`src/rtl/imm_decode_stage_pkg.sv`:
```
// rtl/imm_decode_stage_pkg.sv - instruction constants shared by the decode stage
//
// Purpose : encoding-type one-hot, default datapath width and the sign
//           extension helper used by the immediate selector.
// Ports   : none (package).

package imm_decode_stage_pkg;

   localparam int unsigned DEFAULT_XLEN = 32;

   // One-hot encoding type; all-zero means R-type (no immediate).
   typedef struct packed {
      logic j;
      logic u;
      logic b;
      logic s;
      logic i;
   } EncodingType;

   // SignExtender: replicate bit 'msb' of 'value' into all higher bits of a
   // 64-bit result. The source is left-aligned and shifted back arithmetically.
   function automatic logic [63:0] sign_extend(input logic [31:0] value,
                                               input logic [4:0]  msb);
      logic [4:0]  shamt;
      logic [63:0] wide;
      shamt = 5'd31 - msb;
      wide  = {value << shamt, 32'b0};
      return $signed(wide) >>> (6'd32 + {1'b0, shamt});
   endfunction

endpackage

```
`src/rtl/imm_decode_stage_imm_select.sv`:
```
// rtl/imm_decode_stage_imm_select.sv - combinational field and immediate extraction
//
// Purpose : pulls rd/rs1/rs2 out of the instruction word, selects the
//           immediate format from the one-hot encoding and sign-extends it
//           to XLEN; multi-hot encodings are flagged illegal with imm = 0.
// Ports   : inst_i     instruction word (bits [6:0] unused)
//           en_i       one-hot encoding type
//           rd_o, rs1_o, rs2_o   register fields
//           imm_o      sign-extended immediate
//           illegal_o  more than one encoding bit set

module imm_select
   import imm_decode_stage_pkg::*;
#(
   parameter int unsigned XLEN = DEFAULT_XLEN
) (
   input  logic [31:0]     inst_i,
   input  EncodingType     en_i,
   output logic [4:0]      rd_o,
   output logic [4:0]      rs1_o,
   output logic [4:0]      rs2_o,
   output logic [XLEN-1:0] imm_o,
   output logic            illegal_o
);

   logic [4:0] en_bits;
   logic       unused_opcode;

   assign en_bits       = en_i;
   assign unused_opcode = ^inst_i[6:0];

   assign rd_o  = inst_i[11:7];
   assign rs1_o = inst_i[19:15];
   assign rs2_o = inst_i[24:20];

   // Clearing the lowest set bit leaves something only if two or more were set.
   assign illegal_o = (en_bits & (en_bits - 5'd1)) != 5'd0;

   always_comb begin
      imm_o = '0;
      if (!illegal_o) begin
         if (en_i.i)
            imm_o = XLEN'(sign_extend({20'b0, inst_i[31:20]}, 5'd11));
         else if (en_i.s)
            imm_o = XLEN'(sign_extend({20'b0, inst_i[31:25], inst_i[11:7]}, 5'd11));
         else if (en_i.b)
            imm_o = XLEN'(sign_extend({19'b0, inst_i[31], inst_i[7], inst_i[30:25],
                                       inst_i[11:8], 1'b0}, 5'd12));
         else if (en_i.u)
            imm_o = XLEN'(sign_extend({inst_i[31:12], 12'b0}, 5'd31));
         else if (en_i.j)
            imm_o = XLEN'(sign_extend({11'b0, inst_i[31], inst_i[19:12], inst_i[20],
                                       inst_i[30:21], 1'b0}, 5'd20));
      end
   end

endmodule

```
`src/rtl/imm_decode_stage.sv`:
```
// rtl/imm_decode_stage.sv - registered decode stage with skid buffer and flush
//
// Purpose : accepts fetched instructions on a valid/ready handshake, decodes
//           them through imm_select and presents registered fields to
//           execute. SKID=1 adds a second entry so in_ready can be a register.
// Ports   : clk, rst_n (async active-low), flush (sync, highest priority)
//           in_valid/in_ready, in_inst, in_en, in_pc   upstream side
//           out_valid/out_ready, out_rd/rs1/rs2, out_imm, out_pc,
//           out_illegal                               downstream side
//           out_target  out_pc + out_imm for B/J, else 0
//                       (present only with IMM_DECODE_TARGET_EN defined)

module imm_decode_stage
   import imm_decode_stage_pkg::*;
#(
   parameter int unsigned XLEN = DEFAULT_XLEN,
   parameter bit          SKID = 1'b1
) (
   input  logic            clk,
   input  logic            rst_n,
   input  logic            flush,
   input  logic            in_valid,
   output logic            in_ready,
   input  logic [31:0]     in_inst,
   input  EncodingType     in_en,
   input  logic [XLEN-1:0] in_pc,
   output logic            out_valid,
   input  logic            out_ready,
   output logic [4:0]      out_rd,
   output logic [4:0]      out_rs1,
   output logic [4:0]      out_rs2,
   output logic [XLEN-1:0] out_imm,
   output logic [XLEN-1:0] out_pc,
`ifdef IMM_DECODE_TARGET_EN
   output logic [XLEN-1:0] out_target,
`endif
   output logic            out_illegal
);

   typedef struct packed {
      logic [4:0]      rd;
      logic [4:0]      rs1;
      logic [4:0]      rs2;
      logic [XLEN-1:0] imm;
      logic [XLEN-1:0] pc;
`ifdef IMM_DECODE_TARGET_EN
      logic [XLEN-1:0] target;
`endif
      logic            illegal;
   } entry_t;

   entry_t          out_q, out_d, skid_q, skid_d, in_entry;
   logic            out_valid_q, out_valid_d, skid_valid_q, skid_valid_d;
   logic            in_fire, out_fire;
   logic [4:0]      dec_rd, dec_rs1, dec_rs2;
   logic [XLEN-1:0] dec_imm;
   logic            dec_illegal;

   imm_select #(.XLEN(XLEN)) u_imm_select (
      .inst_i    (in_inst),
      .en_i      (in_en),
      .rd_o      (dec_rd),
      .rs1_o     (dec_rs1),
      .rs2_o     (dec_rs2),
      .imm_o     (dec_imm),
      .illegal_o (dec_illegal)
   );

   always_comb begin
      in_entry         = '0;
      in_entry.rd      = dec_rd;
      in_entry.rs1     = dec_rs1;
      in_entry.rs2     = dec_rs2;
      in_entry.imm     = dec_imm;
      in_entry.pc      = in_pc;
      in_entry.illegal = dec_illegal;
`ifdef IMM_DECODE_TARGET_EN
      // Only control-transfer formats carry a meaningful target; wraps mod 2^XLEN.
      if (!dec_illegal && (in_en.b || in_en.j))
         in_entry.target = in_pc + dec_imm;
`endif
   end

   // With a skid entry, ready depends only on a register; without it, ready
   // must look through to out_ready combinationally.
   assign in_ready = SKID ? !skid_valid_q : (!out_valid_q || out_ready);
   assign in_fire  = in_valid && in_ready;
   assign out_fire = out_valid_q && out_ready;

   always_comb begin
      out_d        = out_q;
      skid_d       = skid_q;
      out_valid_d  = out_valid_q;
      skid_valid_d = skid_valid_q;
      if (flush) begin
         out_valid_d  = 1'b0;
         skid_valid_d = 1'b0;
      end else if (skid_valid_q) begin
         // in_ready is low here, so only the skid-to-output move can happen.
         if (out_fire) begin
            out_d        = skid_q;
            skid_valid_d = 1'b0;
         end
      end else if (!out_valid_q || out_fire) begin
         out_valid_d = in_fire;
         if (in_fire)
            out_d = in_entry;
      end else if (in_fire && SKID) begin
         skid_d       = in_entry;
         skid_valid_d = 1'b1;
      end
   end

   always_ff @(posedge clk or negedge rst_n) begin
      if (!rst_n) begin
         out_q        <= '0;
         skid_q       <= '0;
         out_valid_q  <= 1'b0;
         skid_valid_q <= 1'b0;
      end else begin
         out_q        <= out_d;
         skid_q       <= skid_d;
         out_valid_q  <= out_valid_d;
         skid_valid_q <= skid_valid_d;
      end
   end

   assign out_valid   = out_valid_q;
   assign out_rd      = out_q.rd;
   assign out_rs1     = out_q.rs1;
   assign out_rs2     = out_q.rs2;
   assign out_imm     = out_q.imm;
   assign out_pc      = out_q.pc;
   assign out_illegal = out_q.illegal;
`ifdef IMM_DECODE_TARGET_EN
   assign out_target  = out_q.target;
`endif

endmodule
```
`config.mk`:
```
export PLATFORM = sky130hd
export DESIGN_NAME = imm_decode_stage
export DESIGN_NICKNAME = d
export VERILOG_FILES = /design/src/rtl/imm_decode_stage_pkg.sv /design/src/rtl/imm_decode_stage_imm_select.sv /design/src/rtl/imm_decode_stage.sv
export SDC_FILE = /design/constraint.sdc
export NUM_CORES = 1
export LEC_CHECK = 0
export ABC_AREA = 1
export CELL_PAD_IN_SITES_DETAIL_PLACEMENT = 1
export CELL_PAD_IN_SITES_GLOBAL_PLACEMENT = 2
export CORE_MARGIN = 8
export CORE_UTILIZATION = 34
export CTS_BUF_LIST = sky130_fd_sc_hd__clkbuf_2
export DETAILED_ROUTE_END_ITERATION = 6
export PLACE_DENSITY = 0.93
export SLEW_MARGIN = 20
export SYNTH_ARGS = -nofsm -noshare
export SYNTH_HDL_FRONTEND = slang
export SYNTH_SLANG_ARGS = --single-unit
```
`constraint.sdc`:
```
create_clock -name clk -period 3.3 [get_ports clk]
set_clock_uncertainty 0.05 [all_clocks]
set_input_delay 0.66 -clock clk [delete_from_list [all_inputs] [get_ports clk]]
set_output_delay 0.66 -clock clk [all_outputs]
set_load 0.02 [all_outputs]
```
# Word-level counts from Yosys, hierarchy flattened
# Cells that the tools add are included.
# W data, S select, Z words.
totals:
  elab_cells: 51
  reg_bits: 162
  input_bits: 74
op_classes:
  reduce_logical: 12
  eq_ne: 2
  add_sub_neg: 1
  n_bitwise: 4
  n_mux: 18
op_table:
  columns: ["op", "n"]
  rows:
  - ["$mux W80", 4]
  - ["$mux W32", 6]
  - ["$mux W1", 8]
  - ["$reduce_and A4 Y1", 2]
  - ["$reduce_bool A2 Y1", 3]
  - ["$and A5 B5 Y5", 1]
  - ["$reduce_bool A5 Y1", 1]
  - ["$sub A5 B1 Y5 const B", 1]
  - ["$not A1 Y1", 3]
  - ["$logic_and A1 B1 Y1", 2]
  - ["$logic_not A1 Y1", 2]
  - ["$ne A2 B1 Y1 const B", 1]
  - ["$ne A2 B2 Y1 const B", 1]
  - ["$reduce_and A2 Y1", 1]
  - ["$logic_or A1 B1 Y1", 1]

# Longest topological paths before layout
# Gate-level depths: netlist (run 1).
depth:
  word_depth: 9
  mapped_depth: 10
  mapped_depth_nobuf: 10

# By module
# Synthesis (run 1) repeated with hierarchy kept, for this count alone.
unflattened:
  hier_cells: 1063
  hier_area_um2: 8064.0
modules_own_cells:
  columns: ["module", "cells_per_inst", "area_per_inst_um2", "n_inst"]
  rows:
  - ["imm_decode_stage", 880, 7196.9, 1]
  - ["imm_select", 183, 867.1, 1]

# Least setup slack after synthesis (run 1)
# OpenSTA, ideal clock, no wires.
synth_timing:
  path_type: "flip-flop to output port"
  startpoint: "reg skid_valid_q"
  endpoint: "out in_ready"
  slack_ns: 1.481
  required_time_ns: 2.590
  stages_incl_launch_ff: 5
  t_arrival_ns: 1.109
  path_cell_list: "dfrtp_1 buf_4 inv_2 buf_4 clkbuf_1"
synth_between:
  elab_chain_cells: 1
synth_lines:
  columns: ["item", "line_no", "rtl"]
  rows:
  - ["start, declared", "imm_decode_stage.sv:53", "logic out_valid_q, out_valid_d, skid_valid_q, skid_valid_d;"]
  - ["start signal, assigned", "imm_decode_stage.sv:124", "skid_valid_q <= skid_valid_d;"]
  - ["$logic_not A1 Y1", "imm_decode_stage.sv:86", "assign in_ready = SKID ? !skid_valid_q : (!out_valid_q || out_ready);"]
  - ["end, declared", "imm_decode_stage.sv:23", "output logic in_ready,"]
# Every way passes these cells.

# Final worst setup path (run 1)
# Same ends and word-level chain as after synthesis.

==> results.txt, run 1 <==
Outcome: finished clean
CP required: 2.59 ns
Post-CTS sizing: 0
Startpoint Class: flip-flop
Rel. slew slack: 48.0%
Max H-tree Level: 4
Dpl ws: 0.692 ns
Router iterations before antenna repair: 4
Row cnt: 54
Max IR drop VDD: 0.246 mV
Post-Syn Instances: 870
Syn nets: 944
CTS clk-pin slew, worst paths: 0.32 ns
Vias/cell: 4.91
Cts bufs inserted: 17
Commonest cells after routing, fill and taps aside: nand2_1, dfrtp_1, clkdlybuf4s50_1
Yosys Warn Count: 0
Grt met2 use: 27.6%
Sequential fraction of the synthesis area: 53.4%
# IOs: 156
Tot GR Track Use: 17.0%
RSZ-0062 raised after global routing: no
Grt ovf: 0
R2R depth: 8
Post-CTS setup buffers: 0
Slew @ Worst Pin: 0.781 ns
Hold WC Path Type: in2reg
I/O Buffers: 148
Residual DRC: 0
Met1 usage: 22.9%
Final net count: 1071
Final WS setup: 0.661 ns
Initial antenna violation count: 1
Setup TNS: 0 ns
Clock buffer depth: 2
#FFs+latches synth: 162
Detail Placement HPWL: 15300 µm
Hold Fails Final Rpt: 0
Die Wd: 165 µm
DR iter-0 viols: 431
Fraction of layout cells with a size suffix above 1: 10.0%
Tightest hold margin: 0.378 ns
Root Buffer: clkbuf_2
Final setup fails: 0
Top Usage Layer GRT: met2
Worst-path fanout max: 6
Routed vias: 6335
F_max: 379 MHz
Max-slew violation count: 0
Initial Util: 34.7%
CTS tree: done
Netlist Area Pre-Place: 7590 µm²
First-pass GRT wire length: 36500 µm
Kind of critical path: reg2out
Die height: 165 µm
Minimum clock period: 2.64 ns
Number of max-cap violations: 0
Cell variety after synth: 24
Period utilisation layout: 80.0%
P&R area growth vs syn: 25.7%
GRT met3 Usage: 3.35%
RD Place Congestion: 0.768
Clock sinks: 162
Leakage: 4.63 nW
Core area: 21900 µm²
Total Die Area: 27400 µm²
Drt wl/cell: 17.4 µm
Crit end category: output pin
Total wire length: 22500 µm
Worst-Skew Late Latency: 0.77 ns
Filler cells: 2630
Vias in the first global route: 6664
Detail Route Antenna Nets: 0
Most common cell after layout, fill and taps aside: nand2_1
Critical path arrival: 1.93 ns
Syn Area/Cell: 8.72 µm²
Hold path cells: 3
Largest net degree at the start of global routing: 121
Pwr/cell area: 529 nW/µm²
## per-layer routing
metal,vias to the layer above,share of wire (%)
met5,-,0
met4,0,1.1
li1,3060,-
met1,3122,48
met2,135,46
met3,18,4.8
## power by group
group	total, mW	internal (mW)	switching, mW
logic	1.40	0.695	0.705
clock network	1.11	0.256	0.854
registers	2.54	2.33	0.204
total	5.05	3.28	1.76
## registers in the layout, summed over array words and instances, names as in the netlist
register,cells
out_illegal,1
out_imm,32
out_pc,32
out_rd,5
out_rs1,5
out_rs2,5
out_valid,1
skid_q,80
skid_valid_q,1
## path summary, 6_finish.rpt
kind                                   start          end  slack, ns
worst max-delay path            skid_valid_q     in_ready       0.66
worst min-delay path                in_pc[0]    out_pc[0]       0.38
worst max register to register     out_valid   out_rs1[1]       1.37
worst min register to register   out_imm[24]  out_imm[24]       0.46
max in group asynchronous              rst_n   out_rs2[1]       1.96
min in group asynchronous              rst_n    out_pc[8]       0.40
## timing repair
action | in CTS | in global routing
endpoints found under the hold margin | 74 | 0
endpoints found under the setup margin | 0 | 0
hold buffers | 1 | 0
## worst max-delay path, cell delays in order, from the launching register on
cell and delay, ns:
dfrtp_2 0.47, clkinv_2 0.11, clkdlybuf4s50_1 0.62
## layout make-up
| type | count | area [µm²] | share of cell area [%] |
|---|---|---|---|
| clock inverter | 15 | 159 | 1.67 |
| sequential | 162 | 4060 | 42.5 |
| inverter | 32 | 124 | 1.30 |
| timing repair buffer | 164 | 1670 | 17.5 |
| antenna | 1 | 2.50 | 0.0262 |
| tap | 280 | 350 | 3.67 |
| clock buffer | 17 | 85.1 | 0.892 |
| multi-input combinational | 620 | 3100 | 32.5 |
## cells in the mapped netlist
library cell | n | area [µm²]
nand2_2 | 1 | 6.26
mux2_4 | 41 | 616
buf_2 | 9 | 45.0
inv_1 | 26 | 97.6
inv_4 | 1 | 6.26
inv_2 | 4 | 15.0
buf_6 | 10 | 113
nor2_4 | 1 | 11.3
nand3_1 | 19 | 95.1
o21ai_2 | 1 | 8.76
nand2_4 | 2 | 22.5
nand4_2 | 1 | 12.5
o21ai_0 | 36 | 180
o21ai_1 | 26 | 130
buf_4 | 8 | 60.1
dfrtp_1 | 162 | 4050
a31oi_1 | 47 | 294
nor2_2 | 1 | 6.26
clkbuf_1 | 29 | 109
nand2_1 | 308 | 1160
a21oi_1 | 27 | 135
o21a_1 | 1 | 7.51
nor2_1 | 108 | 405
clkinv_1 | 1 | 3.75
## cells by family (layout without fill, tap and decap cells)
| kind of cell | Yosys count | in the layout | share of synthesized area [%] |
|---|---|---|---|
| mux | 41 | 41 | 8.11 |
| flops | 162 | 162 | 53.4 |
| buf+inv | 88 | 228 | 5.92 |
| compound gates | 138 | 138 | 9.96 |
| other cells | 0 | 1 | 0 |
| simple gates | 441 | 441 | 22.6 |
## metrics by stage
stage / cells / utilization [%] / instance area, µm² / total power, mW
after global routing: 1291 / 43.6 / 9540 / 5.34
after detailed placement: 1257 / 42.4 / 9280 / 4.00
after floorplan: 870 / - / 7590 / 3.31
after CTS: 1290 / 43.6 / 9540 / 5.13
after global placement: 1257 / 42.4 / 9280 / 3.94
final: 1291 / 43.6 / 9540 / 5.05
No activity file was read; power rests on OpenSTA's default activity.
==> inputs of run 2 (changes only) <==
--- a/config.mk
+++ b/config.mk
@@ -9,10 +9,10 @@
 export CELL_PAD_IN_SITES_DETAIL_PLACEMENT = 1
 export CELL_PAD_IN_SITES_GLOBAL_PLACEMENT = 2
 export CORE_MARGIN = 8
-export CORE_UTILIZATION = 34
+export CORE_UTILIZATION = 29
 export CTS_BUF_LIST = sky130_fd_sc_hd__clkbuf_2
 export DETAILED_ROUTE_END_ITERATION = 6
-export PLACE_DENSITY = 0.93
+export PLACE_DENSITY = 0.84
 export SLEW_MARGIN = 20
 export SYNTH_ARGS = -nofsm -noshare
 export SYNTH_HDL_FRONTEND = slang
==> constraint.sdc (replaced) <==
create_clock -name clk -period 2.35 [get_ports clk]
set_clock_uncertainty 0.05 [all_clocks]
set_input_delay 0.47 -clock clk [delete_from_list [all_inputs] [get_ports clk]]
set_output_delay 0.47 -clock clk [all_outputs]
set_load 0.02 [all_outputs]
==> results.txt, run 2 (synthesis results as in run 1) <==
Kind of critical path: reg2out (unchanged)
Final net count: 1085 (was 1071)
Die Wd: 178 µm (was 165 µm)
Dpl ws: 0.0994 ns (was 0.692 ns)
RD Place Congestion: 0.761 (was 0.768)
Period utilisation layout: 90.8%
Routed vias: 6290 (was 6335)
Max H-tree Level: 4 (unchanged)
Termination of the worst setup path: in_ready (unchanged)
CTS tree: done (unchanged)
Die height: 178 µm (was 165 µm)
Startpoint Class: flip-flop (unchanged)
Pwr Total: 7.02 mW (was 5.05 mW)
Tot GR Track Use: 15.1% (was 17.0%)
Clock buffer depth: 2 (unchanged)
Critical path arrival: 1.61 ns (was 1.93 ns)
CTS clk-pin slew, worst paths: 0.27 ns (was 0.32 ns)
First-pass GRT wire length: 37900 µm (was 36500 µm)
Worst-path fanout max: 5 (was 6)
Cts bufs inserted: 17 (unchanged)
Vias in the first global route: 6743 (was 6664)
Residual DRC: 0 (unchanged)
Minimum clock period: 2.13 ns
CP required: 1.83 ns (was 2.59 ns)
Max FFs per register: 80 (unchanged)
Root Buffer: clkbuf_2 (unchanged)
Clock sinks: 162 (unchanged)
Core area: 25900 µm² (was 21900 µm²)
Max-slew violation count: 0 (unchanged)
Leakage: 4.94 nW (was 4.63 nW)
Total wire length: 23100 µm (was 22500 µm)
R2R Path End: out_pc[16] (was out_rs1[1])
Setup TNS: 0 ns (unchanged)
R2r setup slk: 0.70 ns (was 1.37 ns)
Number of max-cap violations: 0 (unchanged)
Drt wl/cell: 17.0 µm (was 17.4 µm)
R2R depth: 8 (unchanged)
Worst setup startpoint: skid_valid_q (unchanged)
Largest register by flop count: skid_q (unchanged)
Grt ovf: 0 (unchanged)
Fraction of layout cells with a size suffix above 1: 11.2% (was 10.0%)
Largest net degree at the start of global routing: 101 (was 121)
Final Util: 37.7% (was 43.6%)
Worst-Skew Late Latency: 0.72 ns (was 0.77 ns)
Hold WC Path Type: in2async (was in2reg)
DR iter-0 viols: 401 (was 431)
Crit end category: output pin (unchanged)
Outcome: finished clean (unchanged)
P&R area growth vs syn: 28.6% (was 25.7%)
Slew @ Worst Pin: 0.757 ns (was 0.781 ns)
# IOs: 156 (unchanged)
Max IR drop VDD: 0.340 mV (was 0.246 mV)
Initial antenna violation count: 1 (unchanged)
Row cnt: 59 (was 54)
F_max: 468 MHz
Commonest cells after routing, fill and taps aside: nand2_1, dfrtp_1, nor2_1 (was nand2_1, dfrtp_1, clkdlybuf4s50_1)
Rel. slew slack: 49.5% (was 48.0%)
I/O Buffers: 148 (unchanged)
Filler cells: 3085 (was 2630)
Pwr/cell area: 719 nW/µm² (was 529 nW/µm²)
Final WS setup: 0.215 ns (was 0.661 ns)
RSZ-0062 raised after global routing: no (unchanged)
Tightest hold margin: 0.149 ns (was 0.378 ns)
Most common cell after layout, fill and taps aside: nand2_1 (unchanged)
Router iterations before antenna repair: 4 (unchanged)
Total Die Area: 31600 µm² (was 27400 µm²)
Detail Placement HPWL: 15900 µm (was 15300 µm)
Final setup fails: 0 (unchanged)
Reg2reg start: out_valid (unchanged)
Detail Route Antenna Nets: 0 (unchanged)
Hold Fails Final Rpt: 0 (unchanged)
Initial Util: 29.3% (was 34.7%)
Vias/cell: 4.61 (was 4.91)
run 2: cell count changes in the layout (fill, tap and decap cells not counted), sizes merged, moves of 3 or more:
cell           change
diode              +3
inv                -5
buf               +14
clkdlybuf4s50     -82
dlymetal6s2s      +11
dlygate4sd2       +71
run 2: critical path: stages (launching register included):
cell and delay (ns):
dfrtp_2 0.47, inv_4 0.11, dlygate4sd2_1 0.34
run 2: area by class of cell:
type / count / area, µm² / share of cell area, %
Antenna cell: 4 / 10.0 / 0.103
Inverter: 32 / 125 / 1.28
Tap cell: 335 / 419 / 4.29
Multi-Input combinational cell: 620 / 3100 / 31.7
Clock inverter: 14 / 154 / 1.58
Timing Repair Buffer: 178 / 1810 / 18.6
Sequential cell: 162 / 4060 / 41.5
Clock buffer: 18 / 90.1 / 0.923
run 2: what timing repair did:
action / in CTS / in global routing
setup endpoints to repair: 71 / 11
gates cloned: 0 / 0
gates resized for setup: 71 / 11
pin swaps: 0 / 0
endpoints found under the hold margin: 162 / 0
hold buffers: 1 / 0
setup buffers: 0 / 0
run 2: metal layers:
layer	vias to the layer above	global-route usage, %	part of all wire, %
met5	-	0	0
met3	16	3.15	4.7
met2	124	24.8	47
met4	0	3.27	0.93
met1	3057	20.2	48
li1	3093	-	-
run 2: where the power goes:
part	switching [mW]	total, mW	leakage (nW)	internal (mW)
clock network	1.11	1.62	0.149	0.513
registers	0.269	3.54	2.00	3.28
logic	0.997	1.85	2.79	0.857
run 2: per-stage QoR:
stage	area, µm²	cells
after floorplan	7590	870
after global placement	9560	1326
after detailed placement	9560	1326
after CTS	9720	1359
after global routing	9760	1363
final	9760	1363
run 2: worst min path at each step:
stage                        endpoint  depth (start not counted)  start
after CTS                   skid_q[3]                          2  rst_n
after floorplan           out_illegal                          0  rst_n
after global routing        skid_q[3]                          2  rst_n
after global placement      out_pc[5]                          1  rst_n
after detailed placement    out_pc[5]                          1  rst_n
final                       out_pc[4]                          2  rst_n
==> inputs of run 3 (changes only) <==
--- a/config.mk
+++ b/config.mk
@@ -6,13 +6,11 @@
 export NUM_CORES = 1
 export LEC_CHECK = 0
 export ABC_AREA = 1
-export CELL_PAD_IN_SITES_DETAIL_PLACEMENT = 1
-export CELL_PAD_IN_SITES_GLOBAL_PLACEMENT = 2
 export CORE_MARGIN = 8
-export CORE_UTILIZATION = 29
+export CORE_UTILIZATION = 45
 export CTS_BUF_LIST = sky130_fd_sc_hd__clkbuf_2
 export DETAILED_ROUTE_END_ITERATION = 6
-export PLACE_DENSITY = 0.84
+export PLACE_DENSITY = 0.79
 export SLEW_MARGIN = 20
 export SYNTH_ARGS = -nofsm -noshare
 export SYNTH_HDL_FRONTEND = slang
==> results.txt, run 3 (synthesis results as in run 1) <==
Outcome: finished clean (unchanged)
Largest net degree at the start of global routing: 68 (was 101)
CTS clk-pin slew, worst paths: 0.23 ns (was 0.27 ns)
WP buf/inv: 1 (was 2)
Grt ovf: 0 (unchanged)
Leakage: 5.29 nW (was 4.94 nW)
Pwr/cell area: 725 nW/µm² (was 719 nW/µm²)
Rel. slew slack: 53.7% (was 49.5%)
Startpoint Class: flip-flop (unchanged)
Final setup fails: 0 (unchanged)
CP top delay family: buffers and inverters (was flip-flops)
CP required: 1.83 ns (about the same)
Max-slew violation count: 0 (unchanged)
P&R area growth vs syn: 28.1% (was 28.6%)
Crit end category: output pin (unchanged)
Total wire length: 19200 µm (was 23100 µm)
Initial antenna violation count: 1 (unchanged)
Vias in the first global route: 6196 (was 6743)
Router iterations before antenna repair: 5 (was 4)
F_max: 450 MHz (was 468 MHz)
Drt wl/cell: 15.5 µm (was 17.0 µm)
Die height: 146 µm (was 178 µm)
CP peak stage delay: 0.62 ns (was 0.47 ns)
Largest register by flop count: skid_q (unchanged)
Minimum clock period: 2.22 ns (was 2.13 ns)
Die Wd: 146 µm (was 178 µm)
Root Buffer: clkbuf_2 (unchanged)
# IOs: 156 (unchanged)
Core area: 16500 µm² (was 25900 µm²)
Final net count: 1079 (was 1085)
Period utilisation layout: 94.5% (was 90.8%)
Worst-path fanout max: 2 (was 5)
I/O Buffers: 148 (unchanged)
Tot GR Track Use: 18.3% (was 15.1%)
Max FFs per register: 80 (unchanged)
Tightest hold margin: 0.180 ns (was 0.149 ns)
Slew @ Worst Pin: 0.695 ns (was 0.757 ns)
Kind of critical path: reg2out (unchanged)
Commonest cells after routing, fill and taps aside: nand2_1, dfrtp_1, nor2_1 (unchanged)
Hold Fails Final Rpt: 0 (unchanged)
Max IR drop VDD: 0.306 mV (was 0.340 mV)
Routed vias: 6234 (was 6290)
Number of max-cap violations: 0 (unchanged)
Clock sinks: 162 (unchanged)
Fraction of layout cells with a size suffix above 1: 10.4% (was 11.2%)
Max H-tree Level: 4 (unchanged)
Initial Util: 45.9% (was 29.3%)
RD Place Congestion: 0.841 (was 0.761)
Total Die Area: 21300 µm² (was 31600 µm²)
CTS tree: done (unchanged)
RSZ-0062 raised after global routing: no (unchanged)
DR iter-0 viols: 318 (was 401)
Most common cell after layout, fill and taps aside: nand2_1 (unchanged)
Setup TNS: 0 ns (unchanged)
First-pass GRT wire length: 32000 µm (was 37900 µm)
Residual DRC: 0 (unchanged)
Slowest-stage cell, CP: clkdlybuf4s50_1 (was dfrtp_2)
Post-CTS setup buffers: 0 (unchanged)
Detail Placement HPWL: 12900 µm (was 15900 µm)
Vias/cell: 5.04 (was 4.61)
Hold WC Path Type: in2async (unchanged)
Cts bufs inserted: 17 (unchanged)
Worst-Skew Late Latency: 0.71 ns (was 0.72 ns)
Critical path arrival: 1.70 ns (was 1.61 ns)
Clock buffer depth: 2 (unchanged)
Row cnt: 47 (was 59)
Detail Route Antenna Nets: 0 (unchanged)
CP cell instances: clkdlybuf4s50_1 (was inv_4 -> dlygate4sd2_1)
==> run 3: cell types whose count changed in the layout (fill, tap and decap cells not counted), moves of 2 or more <==
cell             before  now
dlygate4sd2_1        71   12
dlymetal6s2s_1       11   61
clkdlybuf4s50_1      65   74
buf_12               13    9
inv_6                 4    0
diode_2               4    1
buf_4                16   14
bufinv_16             2    4
clkinv_2              2    4
clkinv_4              3    1
==> run 3: cell type report <==
class | instances | area, µm²
fill | 1445 | 6800
antenna | 1 | 2.50
clock inverter | 12 | 166
tap | 220 | 275
inverter | 32 | 124
timing repair buffer | 172 | 1920
sequential | 162 | 4060
clock buffer | 18 | 90.1
multi-input combinational | 620 | 3100
==> run 3: path summary, 6_finish.rpt <==
path / cells after the start / from / end / slack (ns)
max in group asynchronous: 3 / rst_n / skid_q[59] / 1.38
min reg2reg: 2 / out_imm[23] / out_imm[23] / 0.45
max reg2reg: 7 / skid_valid_q / out_pc[22] / 0.67
min in group clk: 3 / in_pc[31] / out_pc[31] / 0.28
max: 1 / out_pc[21] / out_pc[21] / 0.13
min: 2 / rst_n / out_pc[8] / 0.18
==> run 3: timing repair <==
action,in CTS,in global routing
hold buffers,1,0
hold endpoints to repair,79,0
resized for setup,12,61
endpoints found under the setup margin,12,61
==> run 3: per-layer routing <==
layer  wire length (µm)  vias to the layer above  track usage, %
met5                  0                        -               0
met3               1230                       23            5.32
li1                   -                     3082               -
met2               8580                      210            28.0
met1               9090                     2919            24.4
met4                276                        0            5.88
==> run 3: through the flow <==
stage / cells / setup slack, ns / instance area (µm²) / total power, mW / util [%]
finish: 1237 / 0.129 / 9720 / 7.05 / 58.8
global route: 1237 / 0.000463 / 9720 / 7.45 / 58.8
CTS: 1236 / 0.00000921 / 9570 / 7.16 / 57.9
detailed placement: 1205 / 0.190 / 9320 / 5.55 / 56.4
global placement: 1205 / 0.217 / 9320 / 5.50 / 56.4
floorplan: 870 / 0.721 / 7590 / 4.65 / -
==> run 3: report_power, final <==
group          switching, mW  internal [mW]  leakage (nW)
clock                  0.946          0.680         0.151
combinational          0.958          0.933          3.14
sequential             0.257           3.27          2.00
